File: config.mk
export PLATFORM = sky130hd
export DESIGN_NAME = fifo_drain_arbiter
export DESIGN_NICKNAME = d
export VERILOG_FILES = /design/src/rtl/fifo_drain_pkg.sv /design/src/rtl/rr_pick.sv /design/src/rtl/fifo_drain_arbiter.sv
export SDC_FILE = /design/constraint.sdc
export NUM_CORES = 1
export LEC_CHECK = 0
export ABC_AREA = 1
export CORE_MARGIN = 1.5
export CORE_UTILIZATION = 41
export DETAILED_ROUTE_END_ITERATION = 12
export HOLD_SLACK_MARGIN = 0.12
export PLACE_DENSITY = 0.88
export SLEW_MARGIN = 25
export SYNTH_ARGS = -nofsm -noshare
export SYNTH_HDL_FRONTEND = slang
export SYNTH_SLANG_ARGS = --single-unit
File: constraint.sdc
create_clock -name Clk -period 4.1 [get_ports Clk]
set_input_delay 0.82 -clock Clk [delete_from_list [all_inputs] [get_ports Clk]]
set_output_delay 0.82 -clock Clk [all_outputs]
set_load 0.05 [all_outputs]
File: src/rtl/fifo_drain_pkg.sv
// rtl/fifo_drain_pkg.sv - shared state encoding and width helper for the FIFO drain arbiter
package fifo_drain_pkg;

  typedef enum logic [0:0] {
    IDLE  = 1'b0,
    SERVE = 1'b1
  } state_t;

  // Ceiling log2; clog2(1) is 0, matching the FIFO's pointer sizing.
  function automatic int clog2(input int value);
    int r;
    r = 0;
    while ((1 << r) < value) r++;
    return r;
  endfunction

endpackage

File: src/rtl/rr_pick.sv
// rtl/rr_pick.sv - combinational circular priority encoder
module rr_pick
  import fifo_drain_pkg::*;
#(
  parameter int NumPorts = 4,
  localparam int PortWidth = clog2(NumPorts)
) (
  input  logic [NumPorts-1:0]  Req,
  input  logic [PortWidth-1:0] Last,
  output logic                 Found,
  output logic [PortWidth-1:0] Index
);

  logic [PortWidth-1:0] cand;

  // Walk offsets from farthest to nearest so the nearest request after Last wins.
  always_comb begin
    Found = 1'b0;
    Index = '0;
    cand  = '0;
    for (int i = NumPorts; i >= 1; i--) begin
      cand = PortWidth'((int'(Last) + i) % NumPorts);
      if (Req[cand]) begin
        Found = 1'b1;
        Index = cand;
      end
    end
  end

endmodule

File: src/rtl/fifo_drain_arbiter.sv
// rtl/fifo_drain_arbiter.sv - bounded-burst round-robin drain of show-ahead FIFOs into one stream
module fifo_drain_arbiter
  import fifo_drain_pkg::*;
#(
  parameter int NumPorts  = 4,
  parameter int DataWidth = 32,
  parameter int BurstLen  = 4,
  localparam int PortWidth = clog2(NumPorts)
) (
  input  logic                          Clk,
  input  logic                          Reset,
  input  logic [NumPorts-1:0]           NotEmpty,
  input  logic [NumPorts*DataWidth-1:0] ReadData,
  output logic [NumPorts-1:0]           Read,
  output logic [DataWidth-1:0]          OutData,
  output logic [PortWidth-1:0]          OutPort,
  output logic                          OutValid,
  input  logic                          OutReady,
  output logic                          Busy
);

  localparam int CntWidth = clog2(BurstLen + 1);

  state_t               state;
  logic [PortWidth-1:0] grant;
  logic [PortWidth-1:0] last_grant;
  logic [CntWidth-1:0]  burst_cnt;

  logic                 pick_found;
  logic [PortWidth-1:0] pick_index;
  logic                 slot;
  logic                 grant_ne;
  logic                 pop;
  logic                 burst_last;
  logic [DataWidth-1:0] sel_data;

  rr_pick #(
    .NumPorts(NumPorts)
  ) u_pick (
    .Req  (NotEmpty),
    .Last (last_grant),
    .Found(pick_found),
    .Index(pick_index)
  );

  // Pop decision: only when the output register can take a word and the granted FIFO has one.
  always_comb begin
    slot       = ~OutValid | OutReady;
    grant_ne   = NotEmpty[grant];
    pop        = (state == SERVE) & slot & grant_ne & ~Reset;
    burst_last = (burst_cnt == CntWidth'(BurstLen - 1));
    Read       = pop ? (NumPorts'(1) << grant) : '0;
  end

  // Select the granted FIFO's show-ahead word.
  always_comb begin
    sel_data = '0;
    for (int i = 0; i < NumPorts; i++) begin
      if (grant == PortWidth'(i)) sel_data = ReadData[i*DataWidth +: DataWidth];
    end
  end

  assign Busy = (state == SERVE);

  // Arbitration FSM, burst counter and output register.
  always_ff @(posedge Clk) begin
    if (Reset) begin
      state      <= IDLE;
      grant      <= '0;
      last_grant <= PortWidth'(NumPorts - 1);
      burst_cnt  <= '0;
      OutValid   <= 1'b0;
      OutData    <= '0;
      OutPort    <= '0;
    end else begin
      if (OutValid && OutReady) OutValid <= 1'b0;
      if (pop) begin
        OutData   <= sel_data;
        OutPort   <= grant;
        OutValid  <= 1'b1;
        burst_cnt <= burst_cnt + CntWidth'(1);
      end
      case (state)
        IDLE: begin
          if (pick_found) begin
            grant      <= pick_index;
            last_grant <= pick_index;
            burst_cnt  <= '0;
            state      <= SERVE;
          end
        end
        SERVE: begin
          if ((pop && burst_last) || !grant_ne) state <= IDLE;
        end
        default: state <= IDLE;
      endcase
    end
  end

endmodule

## Word level (Yosys, flattened, before mapping)

Cells that the tools add are included.

- Flip-flop bits (word level): 43
- Bits of input ports: 135
- Logic and storage cells: 67

- Add/subtract/negate cells: 5
- $lt $le $gt $ge: 5
- Eq/ne operators: 4
- Shift operators: 1
- Multiplexer cells: 31
- Bitwise gates (word level): 7
- Reduce and logical (&&, ||, !) cells: 7

Operators by type and width:

| operator | number |
|---|---|
| 32-bit two-way mux | 4 |
| 2-bit by 3-bit less-than comparator with 1-bit output (second input constant) | 5 |
| 1-bit two-way mux | 13 |
| 1-bit binary-select mux with 2-bit select | 5 |
| 3-bit two-way mux | 3 |
| 2-bit two-way mux | 4 |
| 2-bit by 1-bit adder with 2-bit output (second input constant) | 2 |
| 2-bit adder (second input constant) | 2 |
| 2-bit equality test (second input constant) | 2 |
| 4-bit two-way mux | 1 |
| 1-bit by 2-bit left shift with 4-bit output (first input constant) | 1 |
| 3-bit by 1-bit adder with 3-bit output (second input constant) | 1 |
| 1-bit bitwise AND | 3 |
| 3-bit by 2-bit equality test with 1-bit output (second input constant) | 1 |
| 1-bit NOT | 3 |
| 2-bit by 1-bit equality test with 1-bit output (second input constant) | 1 |
| 1-bit logical AND | 2 |
| 2-bit logical NOT | 1 |
| 1-bit case mux with 2 select lines | 1 |
| 2-bit AND reduction | 1 |
| 2-bit nonzero test | 1 |
| 1-bit logical NOT | 1 |
| 1-bit logical OR | 1 |
| 1-bit OR | 1 |

## Longest topological paths before layout

- Depth in word-level cells: 9
- Gate-level depth with buffers: 11

## Modules after synthesis

Synthesis repeated with hierarchy kept, for this count alone.

- Cells, all modules: 502
- Area, all modules: 2815.2 µm²

Modules (own cells, without submodules):

| module | instances | cells each | area each (µm²) |
|---|---|---|---|
| fifo_drain_arbiter | 1 | 451 | 2568.7 |
| rr_pick | 1 | 51 | 246.5 |

## Least setup slack after synthesis

No wires, ideal clock.

- Kind: input port to output port
- Start: in NotEmpty[2]
- End: out Read[0]
- Arrival time: 2.541 ns
- Data required time: 3.280 ns
- Slack: 0.739 ns
- Stages: 7
- Path buffers: 1
- Cells stage by stage: inv_1 -> o21ai_1 -> nand2_1 -> a21oi_4 -> nand2_2 -> buf_6 -> nor3_1

- Word-level cells in the longest chain between the ends: 5

RTL lines:

| item | RTL line | source |
|---|---|---|
| from (decl) | fifo_drain_arbiter.sv:12 | `input logic [NumPorts-1:0] NotEmpty,` |
| 1-bit binary-select mux with 2-bit select | fifo_drain_arbiter.sv:49 | `grant_ne = NotEmpty[grant];` |
| 1-bit two-way mux (not written as such) | fifo_drain_arbiter.sv:49 |  |
| 1-bit bitwise AND (2 in series) | fifo_drain_arbiter.sv:50 | `pop = (state == SERVE) & slot & grant_ne & ~Reset;` |
| 4-bit two-way mux | fifo_drain_arbiter.sv:52 | `Read = pop ? (NumPorts'(1) << grant) : '0;` |
| to (decl) | fifo_drain_arbiter.sv:14 | `output logic [NumPorts-1:0] Read,` |

Every way passes these cells. The select of a mux whose other input is x is not followed.

## Worst setup path after layout

- Start: in NotEmpty[3]
- End: out Read[2]

The elaborated chain is that of the path after synthesis.

==> flow_summary_export.csv <==
group,metric,value,unit
run_status,status,"finished clean",
timing,rsz0062_at_grt,"false",
layout,final_common_cell,"nand2_1",
place,dp.cells,750,
floorplan,num_rows,30,
critical_path,crit_chain,"clkdlybuf4s50_1 > nand2_1 > o21ai_1 > nand2_1 > a21oi_4 > buf_4 > nand3_1 > nor2_1 > buf_12",
clock_tree,cts_tree,"done",
grt,grt_pass1_wl,14800,µm
place,place_congestion,0.820,
worst_hold_path,min_path_type,"flip-flop to flip-flop",
clock_tree,clock_sinks,43,
critical_path,crit_path_start_kind,"input port",
layout,layoutNonFillerInstCount,758,
critical_path,max_stage_delay,0.52,ns
timing,finalSetupViolations,0,
layout,layout-area-overhead-vs-synth,65.7,%
grt,grt_pass1_vias,3414,
floorplan,die_w,87.1,µm
power,vdd_ir_drop_max,0.274,mV
power,cellLeakagePower,2.09,nW
place,port_buffers,174,
layout,nets,798,
synth,seq_area_frac_synth,29.7,%
drt,drc_errors,0,
synth,syn_avg_cell_area,5.72,µm²
critical_path,crit_family,"buffers and inverters",
floorplan,start_util,42.6,%
critical_path,critical_path_buf_inv_count,3,
layout,final_cell_mix,"nand2_1, clkdlybuf4s50_1, nand3_1, o21ai_0, inv_1",
layout,antennaDiodeCount,0,
critical_path,required,3.28,ns
grt,grt_remaining_overflow,0,
floorplan,ios,175,
clock_tree,cts_buffers,5,
clock_tree,holdBufCountCts,0,
synth,ys_seq_elements,43,
clock_tree,clk-insertion-delay-late,0.29,ns
place,dpl.hpwl,7070,µm
synth,ys.warnings.count,0,
critical_path,critPathMaxFanout,21,
synth,syn_inst,506,
clock_tree,cts_root_buf,"clkbuf_8",
timing,fin_crit_sh,82.3,%
critical_path,arrival,2.55,ns
grt,track_usage,24.3,%
run,max_cap_violations,0,
layout,final_util,70.7,%
critical_path,crit_slowest_cell,"clkdlybuf4s50_1",
drt,via_count,3680,
timing,fin_setup_tns,0,ns
drt,viasPerCell,4.85,
grt,antenna_found_initial,0,
drt,first_pass_iters,4,
clock_tree,clockBufferDepth,2,
timing,tightest_slew,0.583,ns
clock_tree,cts.htree.levels,2,
power,pwr_density_cell,485,nW/µm²
floorplan,die_area,7580,µm²
critical_path,crit_top_cell,"nand2_1",
clock_tree,post_cts_buffers,0,
floorplan,core,6790,µm²
timing,slew_violations,0,
synth,syn_nets,643,
critical_path,criticalPathCategory,"input port to output pin",
drt,drtAntennaViolNets,0,
timing,hold_viol,0,
floorplan,die_h,87.1,µm
grt,grt_max_degree,67,
critical_path,worst_setup_path_end_kind,"output pin",
clock_tree,cts_resized,0,
drt,drtIter0Drc,94,
timing,slew_headroom,61.1,%
synth,syn_area,2900,µm²
drt,wl_per_cell,12.5,µm
drt,routed_wl,9480,µm
synth,ys_types,20,
layout,drive_gt1_share,4.08,%
clock_tree,cts.clk_slew.worst_paths,0.08,ns
critical_path,r2r_slack,2.19,ns
timing,skew,0.00720,ns
timing,period_needed,3.37,ns
timing,max_freq,296,MHz
-- worst reg2reg max path, cell delays in order, from the launching register on --
cell and delay (ns):
dfxtp_2 0.39, buf_4 0.52, nand2_1 0.15, buf_4 0.25, o21ai_0 0.24, nand3_1 0.11, nand2_1 0.10, nor2_1 0.04
-- routing by layer --
layer | vias up | track usage (%) | wire length (µm)
li1 | 1907 | - | -
met1 | 1611 | 24.4 | 3550
met2 | 153 | 46.5 | 4930
met3 | 9 | 8.06 | 930
met4 | 0 | 7.92 | 70
met5 | - | 0 | 0
-- synth_stat cells (all sizes together) --
master / instances / area share [%]
nand2: 179 / 23
nand3: 77 / 13
o21ai: 66 / 11
inv: 50 / 6.5
dfxtp: 43 / 30
nor2: 41 / 5.4
buf: 20 / 4.8
clkbuf: 15 / 1.9
a21oi: 10 / 2.2
ha: 2 / 0.86
nor3: 2 / 0.35
nand4: 1 / 0.22
-- final timing paths --
path	from	end	cells past startpoint
worst max-delay path	NotEmpty[3]	Read[2]	9
worst min-delay path	burst_cnt[2]	burst_cnt[2]	2
worst max register to register	grant[1]	OutData[31]	7
worst min register to register	burst_cnt[2]	burst_cnt[2]	2
-- state kept, by name, indices dropped and copies added (netlist names) --
signal / flops
OutValid: 1
Busy: 1
OutPort: 2
grant: 2
burst_cnt: 3
last_grant: 2
OutData: 32
-- stage by stage --
| stage | instance area, µm² | total power, W | worst slack, ns | hold WS [ns] |
|---|---|---|---|---|
| 3_3_place_gp | 4680 | 0.00195 | 0.797 | 0.448 |
| 5_1_grt | 4800 | 0.00252 | 0.585 | 0.492 |
| 6_report | 4800 | 0.00233 | 0.727 | 0.470 |
| 2_1_floorplan | 2900 | 0.00157 | 0.739 | 0.437 |
| 3_5_place_dp | 4680 | 0.00200 | 0.729 | 0.459 |
| 4_1_cts | 4800 | 0.00235 | 0.721 | 0.471 |
-- where the power goes --
group	internal, W	leakage (nW)	total [W]	switching (W)
Clock	0.000197	0.0612	0.000344	0.000146
Combinational	0.000522	1.68	0.00143	0.000905
Sequential	0.000495	0.351	0.000560	0.0000649
Total	0.00121	2.09	0.00233	0.00112
-- layout make-up --
cell class / count / area [µm²]
flip-flops and latches: 43 / 862
clock inverters: 2 / 35.0
clock buffers: 6 / 82.6
well taps: 96 / 120
multi-input cells: 378 / 1660
repair buffers: 183 / 1850
inverters: 50 / 188
fillers: 589 / 1990
-- kinds of logic after synthesis --
logic type                 share of synthesized area (%)
DFF                                                 29.7
adders and majority gates                          0.864
AOI/OAI and AO/OA                                   13.7
and+or+nand+nor                                     42.5
buffers and inverters                               13.2
Note: power is estimated with default switching activity, not from simulation.
